===== src/rtl/zigzag_stream.sv =====
// Ping-pong 8x8 zigzag reorder buffer: raster->zigzag (forward) or zigzag->raster (inverse).
// Inverse mode exists only when ZIGZAG_STREAM_INV_EN is defined; otherwise all blocks are forward.
module zigzag_stream #(
   parameter int N   = 8,
   parameter int BLK = 64
) (
   input  logic         clk,
   input  logic         rst,
   input  logic         in_valid,
   output logic         in_ready,
   input  logic [N-1:0] in_data,
   input  logic         mode,
   output logic         out_valid,
   input  logic         out_ready,
   output logic [N-1:0] out_data,
   output logic         out_last
);

   localparam logic [5:0] LAST = 6'(BLK - 1);

   // Raster index of the k-th coefficient in JPEG zigzag order.
   localparam logic [5:0] ZZ [64] = '{
       0,  1,  8, 16,  9,  2,  3, 10, 17, 24, 32, 25, 18, 11,  4,  5,
      12, 19, 26, 33, 40, 48, 41, 34, 27, 20, 13,  6,  7, 14, 21, 28,
      35, 42, 49, 56, 57, 50, 43, 36, 29, 22, 15, 23, 30, 37, 44, 51,
      58, 59, 52, 45, 38, 31, 39, 46, 53, 60, 61, 54, 47, 55, 62, 63
   };

   logic [N-1:0] mem_q [2][BLK];
   logic [5:0]   w_q, w_d, r_q, r_d;
   logic         wr_bank_q, wr_bank_d, rd_bank_q, rd_bank_d;
   logic [1:0]   full_q, full_d;
   logic         in_fire, out_fire;
   logic [5:0]   wr_addr, rd_addr;

   assign in_ready  = !full_q[wr_bank_q];
   assign out_valid = full_q[rd_bank_q];
   assign out_last  = out_valid && (r_q == LAST);
   assign in_fire   = in_valid && in_ready;
   assign out_fire  = out_valid && out_ready;

`ifdef ZIGZAG_STREAM_INV_EN
   logic [1:0] mode_q, mode_d;
   logic       wr_mode;

   // The first coefficient of a block uses the live mode; the rest use the latched copy.
   assign wr_mode = (w_q == 6'd0) ? mode : mode_q[wr_bank_q];
   assign wr_addr = wr_mode ? ZZ[w_q] : w_q;
   assign rd_addr = mode_q[rd_bank_q] ? r_q : ZZ[r_q];

   always_comb begin
      mode_d = mode_q;
      if (in_fire && (w_q == 6'd0))
         mode_d[wr_bank_q] = mode;
   end

   always_ff @(posedge clk) begin
      if (rst) mode_q <= 2'b00;
      else     mode_q <= mode_d;
   end
`else
   logic unused_mode;

   assign unused_mode = mode;
   assign wr_addr     = w_q;
   assign rd_addr     = ZZ[r_q];
`endif

   assign out_data = mem_q[rd_bank_q][rd_addr];

   // Set and clear never hit the same bank in one cycle: set needs it empty, clear needs it full.
   always_comb begin
      w_d       = w_q;
      r_d       = r_q;
      wr_bank_d = wr_bank_q;
      rd_bank_d = rd_bank_q;
      full_d    = full_q;
      if (in_fire) begin
         w_d = w_q + 6'd1;
         if (w_q == LAST) begin
            w_d               = 6'd0;
            full_d[wr_bank_q] = 1'b1;
            wr_bank_d         = !wr_bank_q;
         end
      end
      if (out_fire) begin
         r_d = r_q + 6'd1;
         if (r_q == LAST) begin
            r_d               = 6'd0;
            full_d[rd_bank_q] = 1'b0;
            rd_bank_d         = !rd_bank_q;
         end
      end
   end

   always_ff @(posedge clk) begin
      if (rst) begin
         w_q       <= 6'd0;
         r_q       <= 6'd0;
         wr_bank_q <= 1'b0;
         rd_bank_q <= 1'b0;
         full_q    <= 2'b00;
      end else begin
         w_q       <= w_d;
         r_q       <= r_d;
         wr_bank_q <= wr_bank_d;
         rd_bank_q <= rd_bank_d;
         full_q    <= full_d;
      end
   end

   always_ff @(posedge clk) begin
      if (in_fire)
         mem_q[wr_bank_q][wr_addr] <= in_data;
   end

endmodule


===== config.mk =====
export PLATFORM = sky130hd
export DESIGN_NAME = zigzag_stream
export DESIGN_NICKNAME = d
export VERILOG_FILES = /design/src/rtl/zigzag_stream.sv
export SDC_FILE = /design/constraint.sdc
export NUM_CORES = 1
export LEC_CHECK = 0
export ABC_AREA = 1
export BUFFER_PORTS_ARGS = -buffer_cell sky130_fd_sc_hd__buf_4
export CORE_ASPECT_RATIO = 2
export CORE_UTILIZATION = 35
export CTS_BUF_LIST = sky130_fd_sc_hd__clkbuf_4
export DETAILED_ROUTE_END_ITERATION = 7
export SYNTH_ARGS = -nofsm -noshare
export SYNTH_HDL_FRONTEND = slang
export SYNTH_SLANG_ARGS = --single-unit

===== constraint.sdc =====
create_clock -name clk -period 3.78 [get_ports clk]
set_clock_uncertainty 0.2 [all_clocks]
set_input_delay 0.378 -clock clk [delete_from_list [all_inputs] [get_ports clk]]
set_output_delay 0.378 -clock clk [all_outputs]
set_load 0.02 [all_outputs]

# Yosys cells after proc, flatten, opt, wreduce, memory -nomap -nowiden
# Memories as Yosys holds them, arrays and structs flattened. A register that Yosys moved wholly into a read port is not among the register bits.
# Index checks and enable logic that the tools add are counted.
[totals] reg_bits=16 latch_bits=0 ram_bits=1024 romBits=384 in_bits=13 out_inout_bits=11 wordCells=61 memories=2
[mem_list] name="mem_q" words=2 word_bits=512 read_ports=1 rd_ports_with_merged_regs=1 write_ports=1 line_no="29" rtl="logic [N-1:0] mem_q [2][BLK];"
[mem_list] name="(name not given)" words=64 word_bits=6 read_ports=1 rd_ports_with_merged_regs=0 write_ports=0 line_no="66" rtl="assign rd_addr = ZZ[r_q];"
[op_classes] add_sub_neg=2 multipliers=0 n_div=0 order_cmp=8 n_eq_ne=2 shifts=0 mux=25 bitwise=6 reduce_logical=11
[op_table] op="512-bit two-way mux" n=1
[op_table] op="8-bit binary-select mux with 6-bit select" n=1
[op_table] op="8-bit demux with 6-bit select" n=1
[op_table] op="6-bit two-way mux" n=4
[op_table] op="8-bit two-way mux" n=3
[op_table] op="7-bit >= comparator, second input constant" n=3
[op_table] op="6-bit inverter with 7-bit output" n=3
[op_table] op="6-bit by 1-bit adder with 6-bit output, second input constant" n=2
[op_table] op="6-bit equality test, second input constant" n=2
[op_table] op="1-bit two-way mux" n=9
[op_table] op="2-bit two-way mux" n=4
[op_table] op="7-bit by 1-bit less-than comparator with 1-bit output, second input constant" n=1
[op_table] op="1-bit logical AND" n=6
[op_table] op="1-bit by 2-bit less-than comparator with 1-bit output, second input constant" n=2
[op_table] op="2-bit AND reduction" n=2
[op_table] op="1-bit zero test" n=3
[op_table] op="2-bit AND" n=1
[op_table] op="1-bit demux with 1-bit select" n=2
[op_table] op="1-bit >= comparator, second input constant" n=2
[op_table] op="2-bit inverter" n=1
[op_table] op="2-bit OR" n=1

# Logic depth before layout (Yosys ltp)
# Gate-level depths: netlist of the first run.
[depth] depth_word=10 mapped_depth=19 mapped_depth_nobuf=17

# Worst setup path before layout of the first run
# Ideal clock, no wire load.
[synth_timing] kind="register to output" startpoint="reg r_q[1]" endpoint="out out_data[3]" t_arrival_ns=2.384 t_required_ns=3.202 setup_slack_ns=0.818 path_stages_with_launch=19 path_cell_list="dfxtp_1 -> inv_1 -> ha_1 -> inv_1 -> nand2_1 -> nand3_1 -> nand2_1 -> nand2_1 -> nand2_2 -> buf_2 -> buf_2 -> nand3_1 -> nand2_1 -> nand2_1 -> nand3_1 -> nand3_1 -> nand3_1 -> nand3_1 -> nand2_1"
[synth_via] elab_chain_cells=8
[synth_rtl] item="start, declared" line_no="30" rtl="logic [5:0] w_q, w_d, r_q, r_d;"
[synth_rtl] item="start signal, assigned" line_no="105" rtl="r_q <= r_d;"
[synth_rtl] item="6-bit inverter with 7-bit output (not written as such)" line_no="66"
[synth_rtl] item="memory 64 x 6 bit"
[synth_rtl] item="6-bit two-way mux (not written as such) (2 in a row)" line_no="66"
[synth_rtl] item="6-bit inverter with 7-bit output (not written as such)" line_no="69" rtl="assign out_data = mem_q[rd_bank_q][rd_addr];"
[synth_rtl] item="8-bit binary-select mux with 6-bit select" line_no="69"
[synth_rtl] item="8-bit two-way mux (not written as such) (2 in a row)" line_no="69"
[synth_rtl] item="end, declared" line_no="15" rtl="output logic [N-1:0] out_data,"
# Every way passes these cells. The select of a mux whose other input is x is not followed.

# Worst setup path in the final report of the first run
[layout_timing] startpoint="reg r_q[0]" endpoint="out out_data[5]"
# Same word-level chain as after synthesis.

==> run summary, run 1 <==
The number of antenna violations at the first check in global routing came to 3. The required time of the critical path is 3.20 ns. The number of global-route vias before repair came out at 30.0k.

The highest attainable clock frequency is 0.229 GHz. The area share of fa/ha/maj cells after synthesis is 0.453%. For this block, the initial DRC count from the detailed router was 2211. The power per cell area is 390 nW/um^2. The share of the clock period used by the worst path after layout is 115%. The post-route total power came out at 21.2 mW. In this run, distinct cell masters in the synthesized netlist total 32. The total CTS buffers came out at 204. The number of pins with negative max-slew slack in the final report is 0. The routed wire length per instance is 23.3 um. The post-synthesis instance total is 3638.

The final reports fail on negative setup slack. The class of the tightest hold or removal check is in -> reg. The area used by multi-input combinational logic came out at 13400 um^2. The register cell area after layout is 31100 um^2. The leakage dissipation came out at 19.0 nW. The post-layout utilization of the core is 43.2%. The least setup slack across all paths after layout is -0.577 ns. The overall die area came out at 128000 um^2.

Setup repair after global routing could not meet its margin everywhere. The final routed DRC violation total is 0. The final route contains 30.2k vias. The maximum number of pins on one net before global-route repair came out at 128.

By startpoint and endpoint, the worst setup path is classified as reg -> out. At the pin with the least slew margin, the transition time is 1.03 ns. The most used flip-flop cell after synthesis is sky130_fd_sc_hd__edfxtp_1. The clock-pin slew of the registers on the worst-case setup and hold paths is 0.08 ns. The number of buffers inserted by port buffering is 22. The core region area came out at 125000 um^2. Dividing the detail-routed via count by the number of cells gives 5.18.

The worst vdd rail ir drop is 0.000253 V. The starting utilization of the core area is 35.2%. The half-perimeter wire length after placement is 79.3 mm. The post-synthesis average cell area came out at 12.2 um^2. The portion of synthesized area spent on multiplexers is 6.90%. STA classifies the critical path endpoint as a primary output. In this run the tightest slew margin relative to its limit is 31.1%. The die height is 505 um. The number of failing hold endpoints at the final stage came to 0. The number of warnings reported in the yosys synthesis log is 0. By area, the combinational part of the netlist is dominated by simple AND/OR/NAND/NOR gates. The proportion of synthesized flip-flops having asynchronous set or reset came out at 0%. The H-tree was split into 4 levels.

In this run, synthesis inferred 1024 flip-flops with an integrated enable. The residual antenna-violating net count after detailed routing is 0. Setup violations remaining at the end of the flow were counted as 8.

The worst-path maximum fanout is 6. The wire length of the first global-routing pass is 191 mm. The synthesized netlist devotes 0.504% of its cell area to compound gates. The netlist area before placement is 44200 um^2. The clock tree root buffer cell is sky130_fd_sc_hd__clkbuf_4. The commonest cells after synthesis are 1055 x sky130_fd_sc_hd__nand2_1, 1024 x sky130_fd_sc_hd__edfxtp_1, 716 x sky130_fd_sc_hd__nand3_1, 305 x sky130_fd_sc_hd__mux2i_1, 140 x sky130_fd_sc_hd__nor2_1.

Yosys attributes the largest share of cell area to sky130_fd_sc_hd__edfxtp_1 70%, sky130_fd_sc_hd__nand2_1 9.0%, sky130_fd_sc_hd__nand3_1 8.1%. The fraction of final layout cells sized beyond drive strength 1 came out at 21.8%. Across the run, the number of max-cap violations was 0. Counting along the longest clock path gives a buffer depth of 3.

The CTS tree is done. The number of cell rows came out at 184. The routability congestion estimate from global placement is 0.876. Summed over all instances, the cell type with the most area after synthesis is sky130_fd_sc_hd__edfxtp_1.

The post-synthesis share of cell area spent on xor and xnor gates came out at 0%. The cell with the most instances after synthesis is sky130_fd_sc_hd__nand2_1. Relative to the synthesized area, the layout overhead comes to 22.5%.

The sequential area share after synthesis came out at 70.3%. The aggregate global routing overflow came out at 0. STA classifies the critical path startpoint as a flop. The final layout contains routed wiring with a total length of 136 mm.

The total nets after synthesis is 3667. The share of synthesized area in the top cell type comes to 69.5%. The data arrival time of the critical path is 3.78 ns. The filler cell count in the final layout came out at 11.4k. The simple-gate share of the synthesized area came out at 18.8%. The setup total negative slack is -4.48 ns.

Subtracting the final worst setup slack from the clock period gives 4.36 ns. The run finished, with violations left. The total number of clock tree sinks is 1041.

The number of optimization iterations in the first detailed-route pass came out at 6. The global-route total usage across every layer is 20.6%. The insertion delay of the later-clocked pin in the worst-skew pair came out at 1.00 ns.

During I/O placement, the number of pins put on the boundary was 24. The post-layout net count came out at 4018. The flop and latch count out of synthesis came out at 1041. The die is 253 um wide.
## metal layers
metal  wire [um]  vias to the layer above  GRT usage, %
li1            -                    13817             -
met2       74600                     1085          39.4
met4       10600                        0          13.7
met1       44400                    14965          20.1
met3        6560                      365          3.07
met5           0                        -             0
## logic make-up after synthesis
group | after synthesis
DFF | 1041
and+or+nand+nor | 1960
AOI/OAI and AO/OA | 39
buffers and inverters | 277
adders and majority gates | 16
muxes | 305
## path summary, 6_finish.rpt
kind | start | end | slack (ns) | cells past startpoint
max | r_q[0] | out_data[5] | -0.58 | 21
min | rst | r_q[4] | 0.16 | 5
max reg2reg | wr_bank_q | mem_q[1][278] | 0.92 | 6
min reg2reg | full_q[1] | full_q[1] | 0.30 | 2
## area by class of cell
type / count / share of cell area [%]
sequential: 1041 / 57.4
multi-input combinational: 2321 / 24.7
clock inverter: 103 / 1.10
tap: 1674 / 3.87
antenna: 5 / 0.0231
inverter: 50 / 0.420
timing repair buffer: 371 / 8.78
clock buffer: 270 / 3.74
## flip-flops by register name, summed over array words and instances (netlist names), named ones only
signal,count
full_q,2
w_q,6
rd_bank_q,1
r_q,6
wr_bank_q,1
mem_q,1024
## what timing repair did
item	CTS	global route
setup endpoints to repair	8	8
endpoints found under the hold margin	795	0
gates resized for setup	274	110
setup buffers	36	17
hold buffers	14	0
pin swaps	58	56
gates cloned	25	11
## power by group
group	leakage, nW	switching [mW]	internal (mW)
sequential	9.35	0.00737	12.7
clock	1.54	4.28	3.78
combinational	8.12	0.328	0.0890
## cells in the final DEF (no fill, tap or decap), drive strengths merged, types with 2 or more instances in the layout
master	n
inv	53
a21oi	16
dlygate4sd3	14
or2	2
o21ai	14
edfxtp	1024
bufbuf	11
dfxtp	17
ha	16
nand2	1060
clkinv	91
a2111oi	2
buf	336
clkbuf	280
a22oi	2
nor3	40
clkinvlp	3
nand3	716
bufinv	6
mux2i	305
diode	5
nor2	141
## critical path, cell delays in order (launching register included)
cell and delay, ns:
sky130_fd_sc_hd__dfxtp_2 0.34, sky130_fd_sc_hd__inv_4 0.09, sky130_fd_sc_hd__buf_6 0.13, sky130_fd_sc_hd__ha_4 0.13
sky130_fd_sc_hd__inv_1 0.04, sky130_fd_sc_hd__nand2_2 0.05, sky130_fd_sc_hd__nand2_2 0.07, sky130_fd_sc_hd__a21oi_4 0.21
sky130_fd_sc_hd__nand2_8 0.11, sky130_fd_sc_hd__buf_12 0.15, sky130_fd_sc_hd__nand2_8 0.11, sky130_fd_sc_hd__clkinv_8 0.11
sky130_fd_sc_hd__buf_16 0.19, sky130_fd_sc_hd__buf_12 0.14, sky130_fd_sc_hd__nand2_1 0.05, sky130_fd_sc_hd__nand3_1 0.13
sky130_fd_sc_hd__nand3_4 0.13, sky130_fd_sc_hd__nand3_2 0.13, sky130_fd_sc_hd__nand3_1 0.11, sky130_fd_sc_hd__nand3_2 0.11
sky130_fd_sc_hd__nand2_4 0.10, sky130_fd_sc_hd__buf_6 0.12
## stage by stage
step | cells | cell area [um^2] | setup slack, ns | hold WS (ns)
floorplan | 3638 | 44200 | 0.818 | 0.247
global placement | 5357 | 47900 | 0.00745 | 0.283
detailed placement | 5357 | 47900 | 0.00507 | 0.292
CTS | 5804 | 53200 | -0.699 | 0.0531
global route | 5834 | 54200 | -0.760 | 0.143
finish | 5835 | 54200 | -0.577 | 0.161
(Power assumes the default switching activity.)
==> run 2, diff against run 1 <==
==> constraint.sdc (replaced) <==
create_clock -name clk -period 5.45 [get_ports clk]
set_clock_uncertainty 0.2 [all_clocks]
set_input_delay 0.545 -clock clk [delete_from_list [all_inputs] [get_ports clk]]
set_output_delay 0.545 -clock clk [all_outputs]
set_load 0.02 [all_outputs]
==> run 2 against run 1 <==
The run now ends clean. Sequential power is 31% lower. Die area stayed put. Critical path depth is 3 lower. Cell area is 8.4% lower. Critical path type unchanged. Largest power group unchanged. Highest routed layer unchanged.
==> run summary, run 2 (same netlist as run 1, synthesis figures left out) <==
The proportion of power drawn by combinational gates came to 1.8% (-0.2 points). The worst max-slew margin expressed relative to the limit was 27.3% (-3.7 points). The maximum root-to-sink buffer count is 3 (unchanged). The horizontal die dimension is 253 um (unchanged). The post-place setup slack is 0.709 ns (+0.704 ns). The H-tree depth reported by CTS is 4 (unchanged).

The worst-path maximum fanout came out at 28 (+22). The number of global-route vias before repair came out at 29.0k (-3.6%). The overall die area came to 128000 um^2 (unchanged).

The switching component of the power is 3.19 mW (-31%). The cell area reported after detailed placement came to 46400 um^2 (-3.1%). STA classifies the critical path startpoint as a flop. The worst vdd rail ir drop is 0.000181 V (-28%).

The power share of the clock group was 38.2% (about the same). The total length of routed met3 wires is 5.90 mm (-10%). The number of failing hold endpoints at the final stage was 0 (unchanged).

The post-route standard cell area excluding fillers came out at 49600 um^2 (-8.4%). The DRC marker count from the first detailed-route iteration is 2119 (-4.2%). The leakage dissipation is 16.9 nW (-11%).

The area used by multi-input combinational logic is 12000 um^2 (-10%). The minimum clock period after layout is 5.29 ns. The number of antenna violations at the first check in global routing came to 2 (-1). The post-route total power came to 14.7 mW (-31%). Leaving out fill and tap cells, the most frequent cell in the layout is sky130_fd_sc_hd__nand2_1.

The number of optimization iterations in the first detailed-route pass was 5 (-1). The highest routed metal layer is met4. The standard cell with the maximum stage delay on the critical path is sky130_fd_sc_hd__dfxtp_4. The aggregate global routing overflow is 0 (unchanged).

The total CTS buffers came to 202 (-0.98%). The least setup slack across all paths after layout came out at 0.157 ns (+0.735 ns). The routability congestion estimate from global placement was 0.897 (+2.5%). The clock-pin slew of the registers on the worst-case setup and hold paths came to 0.07 ns (about the same). The die height is 505 um (unchanged). The max-cap check violation count is 0 (unchanged). The wire length of the first global-routing pass is 181 mm (-5.5%). The half-perimeter wire length after placement is 73.6 mm (-7.2%). In the layout the commonest cells are 1053 x sky130_fd_sc_hd__nand2_1, 1024 x sky130_fd_sc_hd__edfxtp_1, 705 x sky130_fd_sc_hd__nand3_1, 305 x sky130_fd_sc_hd__mux2i_1, 286 x sky130_fd_sc_hd__clkbuf_4.

Timing would allow up to 0.189 GHz. The path class of the tightest hold or removal check is in -> reg. The insertion delay of the later-clocked pin in the worst-skew pair came out at 1.06 ns (+0.06 ns).

The register cell area after layout is 31100 um^2 (about the same). The number of cell rows came out at 184 (unchanged). The flow ran to the end, and the final reports show no timing, DRC or antenna violations. The sequential fraction of design power came to 60.0% (about the same). The worst stage delay on the critical path came out at 0.43 ns (+0.09 ns). The number of buffers inserted by port buffering came out at 22 (unchanged). The starting utilization of the core area came out at 35.2% (unchanged). Setup repair after global routing left no endpoint under its margin. The core region area came to 125000 um^2 (unchanged). The net switching share of the total power came out at 21.8% (-0.066 points). The most flop-heavy register is mem_q. The aggregate routed wire length came out at 123 mm (-10%). The met1 wire length is 42.1 mm (-5.3%). The residual antenna-violating net count after detailed routing is 0 (unchanged). The global-route total usage across every layer is 19.2% (-1.4 points).

The share of the clock period used by the worst path after layout came out at 97.1%. The CTS tree is done. The number of pins with negative max-slew slack in the final report is 0 (unchanged).

The layout overhead on the synthesized area is 12.2%. The I/O pin count is 24 (unchanged). The setup-violating endpoint count in the final report is 0 (-8). The total number of clock tree sinks is 1041 (unchanged). The via total after detailed routing came out at 28.8k (-4.7%). The signal on the critical path passes through clkinvlp_4, ha_1, inv_1, nand2_1, nand3_2, nand3_4, nand2_8, nand2_8, inv_4, bufbuf_16, nand2_1, nand3_1, nand3_1, nand3_1, nand3_1, nand3_1, nand2_1, buf_4. The setup total negative slack is 0 ns (+4.48 ns). The cell internal power dissipation is 11.5 mW (-31%). The largest registers in the layout are mem_q x1024, r_q x6, w_q x6. The worst setup path is captured at a primary output. The filler cell count in the final layout came out at 11.8k (+3.7%). The routed via count divided by cell count was 5.13 (-0.92%). The flip-flop count of the largest register, all copies and words added was 1024 (unchanged). In this run the clock root is driven by a sky130_fd_sc_hd__clkbuf_4. The fraction of final layout cells sized beyond drive strength 1 is 12.6% (-9.2 points). The transition time at the pin with the least slew margin was 1.08 ns (+0.0488 ns).

The power per cell area came out at 295 nW/um^2 (-24%). By instance count, the cell type seen most on the critical path is sky130_fd_sc_hd__nand3_1. The maximum number of pins on one net before global-route repair came out at 129 (+0.78%). The data arrival time of the critical path came to 4.55 ns (+0.77 ns). The final routed DRC violation total was 0 (unchanged). The required time of the critical path is 4.70 ns (+1.50 ns).

The post-layout net count came to 3794 (-5.6%). The routed wire length per instance is 21.8 um (-6.4%). The routed length on met2 came out at 66.6 mm (-11%). The critical path is of the reg -> out type.
## run 2: final cells by class
type / instances / share of cell area [%]
multi-input cells: 2321 / 24.2
clock inverters: 89 / 0.993
flip-flops and latches: 1041 / 62.7
well taps: 1674 / 4.22
diodes: 3 / 0.0151
repair buffers: 149 / 3.16
inverters: 50 / 0.434
clock buffers: 286 / 4.33
## run 2: metrics by stage
stage	util, %	std cells	hold slack, ns
after global routing	39.5	5612	0.237
after detailed placement	37.0	5210	0.310
after global placement	37.0	5210	0.286
after floorplan	-	3638	0.249
after CTS	39.5	5609	0.156
final	39.5	5613	0.266
## run 2: power by group through the flow
stage	logic [mW]	clock network [mW]	registers (mW)
2_1_floorplan	0.0441	0	8.97
3_3_place_gp	0.244	0	8.97
3_5_place_dp	0.251	0	8.97
4_1_cts	0.260	5.73	8.79
5_1_grt	0.272	6.05	8.79
6_report	0.258	5.60	8.79
## run 2: timing repair
action	4_1_cts	5_1_grt
hold endpoints to repair	535	0
endpoints found under the setup margin	8	8
setup buffers	5	0
gates resized for setup	29	14
hold buffers	14	0
gates cloned	5	1
pin swaps	1	1
## run 2: metal layers
layer	GRT usage, %	vias up
met2	35.9	962
met1	19.5	14147
met4	12.4	0
li1	-	13352
met5	0	-
met3	2.94	352
## run 2: critical path: cells and delay by family, from the launching register on
family        cells  cell delay (ns)
fa+ha+maj         1             0.36
buf+inv           5             0.98
flops             1             0.43
simple gates     12             1.71
## run 2: final timing paths
check / start / end / slack [ns] / cells past startpoint
setup / recovery: r_q[1] / out_data[4] / 0.16 / 18
hold / removal: in_data[1] / mem_q[0][489] / 0.27 / 2
setup reg to reg: wr_bank_q / mem_q[0][365] / 1.35 / 5
hold reg to reg: full_q[1] / full_q[1] / 0.32 / 2
